<file path="src/rtl/seq_det_param.sv">
// seq_det_param: serial N-bit pattern detector; i_b/i_en feed bits, i_load/i_pattern reload the pattern, i_overlap selects mode; o_w match pulse, o_match_count saturating count, o_debug fill level
module seq_det_param #(
  parameter int N = 4,
  parameter logic [N-1:0] PAT_INIT = 4'b1011,
  parameter int CNT_W = 8
) (
  input  logic                   clk,
  input  logic                   rst,
  input  logic                   i_b,
  input  logic                   i_en,
  input  logic                   i_load,
  input  logic [N-1:0]           i_pattern,
  input  logic                   i_overlap,
  output logic                   o_w,
  output logic [CNT_W-1:0]       o_match_count,
  output logic [$clog2(N+1)-1:0] o_debug
);
  localparam int FW = $clog2(N+1);
  logic [N-1:0] r_pat, r_hist;
  logic [FW-1:0] r_fill;
  logic r_w;
  logic [CNT_W-1:0] r_cnt;
  logic [N-1:0] w_cand;
  logic w_hit;
  assign w_cand = {r_hist[N-2:0], i_b};
  assign w_hit = (w_cand == r_pat) && (r_fill >= FW'(N - 1));
  always_ff @(posedge clk or posedge rst)
    if (rst) begin
      r_pat <= PAT_INIT;
      r_hist <= '0;
      r_fill <= '0;
      r_w <= 1'b0;
      r_cnt <= '0;
    end else if (i_load) begin
      r_pat <= i_pattern;
      r_hist <= '0;
      r_fill <= '0;
      r_w <= 1'b0;
      r_cnt <= '0;
    end else if (i_en) begin
      r_hist <= w_cand;
      r_w <= w_hit;
      if (w_hit) begin
        r_cnt <= (&r_cnt) ? r_cnt : r_cnt + 1'b1;
        r_fill <= i_overlap ? FW'(N) : '0;
      end else
        r_fill <= (r_fill == FW'(N)) ? r_fill : r_fill + 1'b1;
    end else
      r_w <= 1'b0;
  assign o_w = r_w;
  assign o_match_count = r_cnt;
  assign o_debug = r_fill;
endmodule

</file>
<file path="config.mk">
export PLATFORM = sky130hd
export DESIGN_NAME = seq_det_param
export DESIGN_NICKNAME = d
export VERILOG_FILES = /design/src/rtl/seq_det_param.sv
export SDC_FILE = /design/constraint.sdc
export NUM_CORES = 1
export LEC_CHECK = 0
export ABC_AREA = 1
export CORE_MARGIN = 3
export CORE_UTILIZATION = 54
export CTS_BUF_LIST = sky130_fd_sc_hd__clkbuf_16
export CTS_CLUSTER_DIAMETER = 40
export DETAILED_ROUTE_END_ITERATION = 16
export PLACE_DENSITY = 0.83
export SYNTH_ARGS = -nofsm -noshare
export SYNTH_HDL_FRONTEND = slang
export SYNTH_SLANG_ARGS = --single-unit
</file>
<file path="constraint.sdc">
create_clock -name clk -period 4.3 [get_ports clk]
set_input_delay 0.86 -clock clk [delete_from_list [all_inputs] [get_ports clk]]
set_output_delay 0.86 -clock clk [all_outputs]
set_load 0.01 [all_outputs]
</file>
Word level (Yosys, flattened, before mapping)
Cells that the tools add are included.
{"block": "totals", "regBits": 19, "inputBits": 10, "out_inout_bits": 12, "wordCells": 31}
{"block": "op_classes", "n_addsub": 2, "magnitude_cmp": 1, "n_eq_ne": 4, "n_mux": 13, "n_reduce_logical": 6}
{"op": "$mux 8", "count": 4}
{"op": "$mux 3", "count": 7}
{"op": "$add 8x1->8 const B", "count": 1}
{"op": "$reduce_and 8->1", "count": 1}
{"op": "$eq 4x4->1", "count": 1}
{"op": "$reduce_bool 2->1", "count": 2}
{"op": "$add 3x1->3 const B", "count": 1}
{"op": "$eq 3x3->1 const B", "count": 1}
{"op": "$ge 3x2->1 const B", "count": 1}
{"op": "$ne 3x3->1 const B", "count": 1}
{"op": "$reduce_and 3->1", "count": 1}
{"op": "$mux 1", "count": 2}
{"op": "$ne 2x2->1 const B", "count": 1}
{"op": "$reduce_and 2->1", "count": 1}
{"op": "$logic_and 1x1->1", "count": 1}

Logic depth before layout (Yosys ltp)
Gate-level depths: netlist of run 1.
{"block": "depth", "word_depth": 5, "mapped_depth": 10, "mapped_depth_nobuf": 10}

Worst setup path after synthesis of run 1
Ideal clock, no wire load.
{"block": "synth_path", "kind": "input -> register", "from": "in i_b", "to": "reg r_cnt[5] (netlist: o_match_count[5])", "setup_time_ns": 0.118, "arrival_ns": 1.669, "t_required_ns": 4.182, "slack_ns": 2.513, "path_stages": 10, "n_path_buf": 1, "path_cell_list": "inv_1 -> nand2_1 -> nand2_1 -> nor2_1 -> nand3_2 -> nand2_2 -> nand3_4 -> buf_12 -> nand2_1 -> o21ai_2"}
{"block": "synth_between", "elab_chain_cells": 4}
{"item": "from (decl)", "line": "9", "source": "input logic i_b,"}
{"item": "$eq 4x4->1", "line": "26", "source": "assign w_hit = (w_cand == r_pat) && (r_fill >= FW'(N - 1));"}
{"item": "$logic_and 1x1->1", "line": "26"}
{"item": "$reduce_bool 2->1 (no source line)"}
{"item": "$reduce_and 3->1 (no source line)"}
{"item": "to (signal assigned)", "line": "44", "source": "r_cnt <= (&r_cnt) ? r_cnt : r_cnt + 1'b1;"}
{"item": "to (decl)", "line": "22", "source": "logic [CNT_W-1:0] r_cnt;"}
Every way passes these cells.
A chain may end at the register's enable or synchronous reset.

Final worst setup path of run 1
{"block": "layout_path", "from": "in i_load", "to": "reg r_cnt[7] (netlist: o_match_count[7])"}
{"block": "layout_between", "elab_chain_cells": 2, "elab_cells_between_ends": 5, "classes_between": "eq/ne (1); mux (1); reduce/logical (3)"}
{"item": "from (decl)", "line": "11", "source": "input logic i_load,"}
{"item": "$ne 2x2->1 (no source line) or $reduce_bool 2->1 (tied branches)"}
{"item": "$reduce_and 3->1 (no source line)"}
Several ways; a longest one is shown, not always the timed one.

==> metrics.log, run 1 <==
INFO  metric final_setup_violation_count = 0
INFO  metric gp_congestion = 0.797
INFO  metric power.ir.vdd_worst = 0.000230 V
INFO  metric aggregate_negative_setup_slack = 0 ns
INFO  metric detailed_place_hpwl = 1.54 mm
INFO  metric final.setup_skew = 0.00167 ns
INFO  metric post_syn_nets = 151
INFO  metric clkTransAtPathRegs = 0.05 ns
INFO  metric grt_overflow_total = 0
INFO  metric lkg_pwr = 0.654 nW
INFO  metric achievable_freq = 436 MHz
INFO  metric async_flop_share = 100%
INFO  metric layout.cell_area.non_filler = 1410 sq um
INFO  metric finalCoreUtilization = 76.5%
INFO  metric setup.reg_to_reg.worst_slack = 2.57 ns
INFO  metric maxSlewHeadroom = 50.9%
INFO  metric wire_per_inst = 12.3 um
INFO  metric dp.cells = 180
INFO  metric worst-setup-path-type = in -> reg
INFO  metric cts_hold_buffers = 0
INFO  metric report.final.hold_viol_count = 0
INFO  metric floorplan.io_pins = 22
INFO  metric share_of_yosys_cell_area_claimed_by_the_top_area_cell_type = 35.8%
INFO  metric cp-startpoint = i_load
INFO  metric initial_cell_density_of_the_core = 60.7%
INFO  metric die_width = 51.5 um
INFO  metric cts.path.max_buffers = 2
INFO  metric grt_util_all_layers = 19.5%
INFO  metric via_count = 938
INFO  metric io_buffers = 21
INFO  metric post-synth-top-count-cell = sky130_fd_sc_hd__nand2_1
INFO  metric die_span_y = 51.5 um
INFO  metric nets = 174
INFO  metric layout_worst_path_cycle_share = 53.4%
INFO  metric grt_first_pass_wirelength = 3.92 mm
INFO  metric worstMarginPinSlew = 0.736 ns
INFO  metric syn-cell-area = 1120 sq um
INFO  metric drt-initial-drc-count = 19
INFO  metric grt_max_degree = 20
INFO  metric hp-class = reg -> reg
INFO  metric run_status = complete, no violations
INFO  metric yosys.area.top_type = sky130_fd_sc_hd__dfrtp_1
INFO  metric synthMuxAreaShare = 0%
INFO  metric grt_setup_unrepaired = false
INFO  metric clock-sinks = 19
INFO  metric tritoncts = built
INFO  metric synth_compound_area_share = 13.1%
INFO  metric critPathCaptureType = register
INFO  metric design.core.area = 1840 sq um
INFO  metric synth-edff-count = 0
INFO  metric post_synthesis_to_final_layout_area_growth = 26.0%
INFO  metric max_cap_violations = 0
INFO  metric postCtsResizedCells = 0
INFO  metric layout.cells.non_filler = 184
INFO  metric post_synth_xor_area_fraction = 0%
INFO  metric post_synth_main_area_contributors = sky130_fd_sc_hd__dfrtp_1 36%, sky130_fd_sc_hd__nand2_1 15%, sky130_fd_sc_hd__dfstp_2 7.1%
INFO  metric cp-start-kind = input pin
INFO  metric vias_per_instance = 5.10
INFO  metric drt_wl_total = 2.26 mm
INFO  metric post_synthesis_area_per_instance = 8.16 sq um
INFO  metric period_minus_ws_final = 2.29 ns
INFO  metric synth_adder_area_share = 4.48%
INFO  metric antenna-diode-count = 0
INFO  metric timing.rr.end = o_match_count[7]
INFO  metric synth_ff_type = sky130_fd_sc_hd__dfrtp_1
INFO  metric timing_max_transition_violations_final = 0
INFO  metric route.antenna.remaining_nets = 0
INFO  metric worst-endpoint-arrival = 2.43 ns
INFO  metric synth.ff_latch_count = 19
INFO  metric postcts_setup_bufs = 0
INFO  metric detailedRoute.firstPassIterationCount = 4
INFO  metric dieArea = 2650 sq um
INFO  metric antenna_found_initial = 0
INFO  metric dpl-instance-area = 1330 sq um
INFO  metric drc_errors = 0
INFO  metric std_cell_rows = 15
INFO  metric synth_top_cells_by_count = 44 x sky130_fd_sc_hd__nand2_1, 16 x sky130_fd_sc_hd__dfrtp_1, 13 x sky130_fd_sc_hd__inv_1
INFO  metric number_of_buffers_inserted_during_clock_tree_synthesis = 3
INFO  metric critPathCapture = o_match_count[7]
INFO  metric vias_in_the_first_global_route = 905
INFO  metric synth-warning-count = 0
INFO  metric crit_path_max_fo = 16
INFO  metric r2r-start = o_debug[0]
INFO  metric power_per_cell_area = 405 nW/um^2
INFO  metric synth_top_family_by_area = simple AND/OR/NAND/NOR gates
INFO  metric h-tree-depth = 1
INFO  metric cts_root_buf = sky130_fd_sc_hd__clkbuf_16
INFO  metric post_synth_inst_count = 137
INFO  metric worstRegToRegCells = 9
INFO  metric ys_seq_area_share = 42.9%
INFO  metric clk_lat_worst_skew = 0.25 ns
INFO  metric totalPowerFinal = 0.570 mW
INFO  metric yosys.area_share.simple = 30.1%
INFO  metric required = 4.43 ns
INFO  metric fraction_of_layout_cells_with_a_size_suffix_above_1 = 18.2%
INFO  metric yosys.cell_types.count = 26
## worst max-delay path, cell delays in order
cell                              delay [ns]
sky130_fd_sc_hd__clkdlybuf4s50_1        0.74
sky130_fd_sc_hd__bufinv_8               0.29
sky130_fd_sc_hd__nand2_2                0.12
sky130_fd_sc_hd__nand3_4                0.21
sky130_fd_sc_hd__nand2_1                0.15
sky130_fd_sc_hd__o21ai_2                0.06
## metrics by stage
stage                     setup WS, ns  hold WS (ns)
after detailed placement          1.76         0.488
after floorplan                   2.51         0.468
after global routing              1.88         0.513
final                             2.01         0.497
after CTS                         2.01         0.497
after global placement            1.80         0.480
## routing by layer
layer / wire, um / GRT usage [%]
met3: 89 / 3.79
met2: 1150 / 34.1
met5: 0 / 0
met1: 998 / 23.7
met4: 17 / 6.55
## power breakdown
group / internal, mW / switching [mW] / total, mW
clock: 0.124 / 0.0649 / 0.189
sequential: 0.202 / 0.0238 / 0.226
combinational: 0.0737 / 0.0813 / 0.155
total: 0.400 / 0.170 / 0.570
## area by class of cell
class	count	area (sq um)
multi-input cells	99	533
flip-flops and latches	19	479
fillers	146	432
repair buffers	21	210
clock buffers	3	75.1
inverters	16	73.8
well taps	25	31.3
clock inverters	1	5.00
## worst min path at each step
stage | start | end | slack [ns] | depth (start not counted)
floorplan | r_pat[0] | r_pat[0] | 0.47 | 2
global placement | r_pat[3] | r_pat[3] | 0.48 | 2
detailed placement | r_pat[1] | r_pat[1] | 0.49 | 2
CTS | r_pat[1] | r_pat[1] | 0.50 | 2
global route | r_pat[1] | r_pat[1] | 0.51 | 2
finish | r_pat[1] | r_pat[1] | 0.50 | 2
## cell families (layout without fill, tap and decap cells)
logic type,after synthesis,after routing
AND/OR/NAND/NOR,73,73
AO/OA/AOI/OAI,22,22
flip-flops,19,19
buffers and inverters,19,41
adder cells (fa/ha/maj),4,4
## sequential cells by signal, summed over array words and instances (netlist names)
register and flops:
r_pat 4, o_match_count 8, r_hist 3, o_debug 3
o_w 1
## placed cells by master (no fill, tap or decap), drive strengths merged
cell type | netlist | routed
dfrtp | 16 | 16
nand3 | 6 | 6
a21oi | 2 | 2
bufinv | 1 | 1
nand2 | 48 | 48
ha | 4 | 4
inv | 15 | 15
clkinv | 0 | 1
or2 | 3 | 3
nor2 | 13 | 13
clkbuf | 2 | 3
nand4 | 1 | 1
o22ai | 3 | 3
o21ai | 16 | 16
nand3b | 2 | 2
o21bai | 1 | 1
dfstp | 3 | 3
clkdlybuf4s50 | 0 | 21
No activity file was read; power rests on OpenSTA's default activity.
==> run 2: changes to the inputs <==
--- a/config.mk
+++ b/config.mk
@@ -7,11 +7,11 @@
 export LEC_CHECK = 0
 export ABC_AREA = 1
 export CORE_MARGIN = 3
-export CORE_UTILIZATION = 54
+export CORE_UTILIZATION = 50
 export CTS_BUF_LIST = sky130_fd_sc_hd__clkbuf_16
 export CTS_CLUSTER_DIAMETER = 40
 export DETAILED_ROUTE_END_ITERATION = 16
-export PLACE_DENSITY = 0.83
+export PLACE_DENSITY = 0.78
 export SYNTH_ARGS = -nofsm -noshare
 export SYNTH_HDL_FRONTEND = slang
 export SYNTH_SLANG_ARGS = --single-unit
==> constraint.sdc (replaced) <==
create_clock -name clk -period 2.4 [get_ports clk]
set_input_delay 0.48 -clock clk [delete_from_list [all_inputs] [get_ports clk]]
set_output_delay 0.48 -clock clk [all_outputs]
set_load 0.01 [all_outputs]
==> run 2 against run 1 <==
Effect of this change: cell count rose by 1.6%; non-clock buffer count rose by 1; global-route usage fell by 1.1 points; critical path type unchanged; largest cell class unchanged; highest routed layer unchanged.
==> metrics.log, run 2 (same netlist as run 1, synthesis figures left out) <==
INFO  metric slowest_cell_delay_on_critical_path = 0.47 ns (-0.27 ns)
INFO  metric lkg_pwr = 0.658 nW (+0.74%)
INFO  metric wire_per_inst = 11.4 um (-7.1%)
INFO  metric share_seq_of_total_power = 39.6% (about the same)
INFO  metric design.core.area = 2040 sq um (+11%)
INFO  metric worst-setup-path-type = in -> reg
INFO  metric grt_setup_unrepaired = false
INFO  metric crit_path_max_fo = 16 (unchanged)
INFO  metric grt_util_all_layers = 18.4% (-1.1 points)
INFO  metric fraction_of_layout_cells_with_a_size_suffix_above_1 = 18.8% (+0.51 points)
INFO  metric worst-endpoint-arrival = 1.91 ns (-0.52 ns)
INFO  metric power_per_cell_area = 716 nW/um^2 (+77%)
INFO  metric grt_first_pass_wirelength = 3.79 mm (-3.3%)
INFO  metric h-tree-depth = 1 (unchanged)
INFO  metric postcts_setup_bufs = 0 (unchanged)
INFO  metric final.setup_skew = 0.00160 ns (-0.0000747 ns)
INFO  metric cts_hold_buffers = 0 (unchanged)
INFO  metric cts.path.max_buffers = 2 (unchanged)
INFO  metric final_setup_violation_count = 0 (unchanged)
INFO  metric dieArea = 2840 sq um (+7.1%)
INFO  metric achievable_freq = 565 MHz
INFO  metric aggregate_negative_setup_slack = 0 ns (unchanged)
INFO  metric period_minus_ws_final = 1.77 ns
INFO  metric antenna_found_initial = 0 (unchanged)
INFO  metric layout_worst_path_cycle_share = 73.8%
INFO  metric largest_reg_flops = 8 (unchanged)
INFO  metric drc_errors = 0 (unchanged)
INFO  metric clkTransAtPathRegs = 0.05 ns (about the same)
INFO  metric report.final.hold_viol_count = 0 (unchanged)
INFO  metric layout.cells.non_filler = 187 (+1.6%)
INFO  metric detailed_place_hpwl = 1.60 mm (+3.7%)
INFO  metric die_width = 53.3 um (+3.5%)
INFO  metric clockPowerShare = 33.7% (+0.5 points)
INFO  metric io_buffers = 21 (unchanged)
INFO  metric dp.cells = 183 (+1.7%)
INFO  metric maxSlewHeadroom = 53.8% (+2.9 points)
INFO  metric run_status = complete, no violations
INFO  metric via_count = 943 (+0.53%)
INFO  metric tritoncts = built
INFO  metric drt_wl_total = 2.13 mm (-5.5%)
INFO  metric leading_cell_type_in_the_layout_fill_and_taps_excluded = sky130_fd_sc_hd__nand2_1
INFO  metric cts_root_buf = sky130_fd_sc_hd__clkbuf_16
INFO  metric floorplan.io_pins = 22 (unchanged)
INFO  metric vias_per_instance = 5.04 (-1.1%)
INFO  metric max_cap_violations = 0 (unchanged)
INFO  metric clk_lat_worst_skew = 0.25 ns (about the same)
INFO  metric postCtsResizedCells = 0 (unchanged)
INFO  metric cpMaxStageDelayCell = sky130_fd_sc_hd__clkdlybuf4s50_1
INFO  metric hp-class = reg -> reg
INFO  metric grt_overflow_total = 0 (unchanged)
INFO  metric dpl-instance-area = 1340 sq um (+0.75%)
INFO  metric antenna-diode-count = 0 (unchanged)
INFO  metric post_synthesis_to_final_layout_area_growth = 26.9%
INFO  metric vias_in_the_first_global_route = 924 (+2.1%)
INFO  metric finalCoreUtilization = 69.4% (-7.1 points)
INFO  metric power.ir.vdd_worst = 0.000443 V (+93%)
INFO  metric clock-sinks = 19 (unchanged)
INFO  metric internal_power = 0.717 mW (+79%)
INFO  metric detailedRoute.firstPassIterationCount = 4 (unchanged)
INFO  metric power.share.switching = 29.3% (-0.46 points)
INFO  metric required = 2.53 ns (-1.90 ns)
INFO  metric critPathCaptureType = register
INFO  metric gp_congestion = 0.812 (+1.9%)
INFO  metric route.antenna.remaining_nets = 0 (unchanged)
INFO  metric grt_max_degree = 20 (unchanged)
INFO  metric timing_max_transition_violations_final = 0 (unchanged)
INFO  metric std_cell_rows = 16 (+1)
INFO  metric cp-start-kind = input pin
INFO  metric drt-initial-drc-count = 15 (-4)
INFO  metric relative_contribution_of_combinational_cells_to_total_power = 26.8% (-0.4 points)
INFO  metric power_switching = 0.298 mW (+75%)
INFO  metric initial_cell_density_of_the_core = 54.7% (-6.0 points)
INFO  metric layout.cell_area.non_filler = 1420 sq um (+0.71%)
INFO  metric path_cells = clkdlybuf4s50_1 -> inv_1 -> nand2_1 -> nand2_1 -> nor2_1 -> nand3_2 -> nand2_2 -> nand3_4 -> nand2_1 -> o21ai_2
INFO  metric crit_top_cell = sky130_fd_sc_hd__nand2_1
INFO  metric worstMarginPinSlew = 0.692 ns (-0.0432 ns)
INFO  metric nets = 175 (+0.57%)
INFO  metric layout_common_cells = 44 x sky130_fd_sc_hd__nand2_1, 21 x sky130_fd_sc_hd__clkdlybuf4s50_1, 16 x sky130_fd_sc_hd__dfrtp_1, 13 x sky130_fd_sc_hd__inv_1, 11 x sky130_fd_sc_hd__nor2_1
INFO  metric number_of_buffers_inserted_during_clock_tree_synthesis = 3 (unchanged)
INFO  metric die_span_y = 53.3 um (+3.5%)
==> run 2: changes by cell type in the layout (fill, tap and decap cells not counted) <==
| cell | change |
|---|---|
| sky130_fd_sc_hd__buf_4 | +1 |
==> run 2: per-layer routing <==
metal / up-vias / share of wire [%] / track usage (%)
met5: - / 0 / 0
met4: 0 / 1.0 / 6.38
met3: 4 / 4.1 / 5.07
met2: 17 / 47 / 31.6
met1: 439 / 48 / 21.8
li1: 483 / - / -
==> run 2: power groups by stage <==
stage	Sequential [mW]	Clock, mW	Combinational (mW)
after detailed placement	0.407	0	0.274
after CTS	0.401	0.346	0.276
after global routing	0.411	0.360	0.312
final	0.401	0.342	0.272
after global placement	0.407	0	0.270
after floorplan	0.416	0	0.161
==> run 2: cell type report <==
cell class	instances	area (sq um)
Fill cell	178	624
Sequential cell	19	479
Multi-Input combinational cell	99	533
Inverter	16	73.8
Clock buffer	3	75.1
Timing Repair Buffer	22	218
Tap cell	27	33.8
Clock inverter	1	5.00
==> run 2: worst paths after layout <==
check                           start                to  slack, ns  cells after the start
hold / removal               r_pat[1]          r_pat[1]       0.50                      2
setup reg to reg           o_debug[0]  o_match_count[2]       0.77                      9
min in group asynchronous         rst  o_match_count[7]       0.64                      2
setup / recovery                  i_b  o_match_count[2]       0.63                     10
hold reg to reg              r_pat[1]          r_pat[1]       0.50                      2
max in group asynchronous         rst  o_match_count[3]       1.32                      2
==> run 2: metrics by stage <==
step / hold WS, ns / power [mW] / setup WS, ns
finish: 0.498 / 1.02 / 0.629
global route: 0.548 / 1.08 / 0.487
CTS: 0.496 / 1.02 / 0.619
detailed placement: 0.487 / 0.681 / 0.363
global placement: 0.482 / 0.677 / 0.422
floorplan: 0.429 / 0.577 / 0.830
==> run 2: critical path: cells and delay by family <==
family | cells | cell delay, ns
AOI/OAI and AO/OA | 1 | 0.06
buffers and inverters | 2 | 0.52
and+or+nand+nor | 7 | 0.83
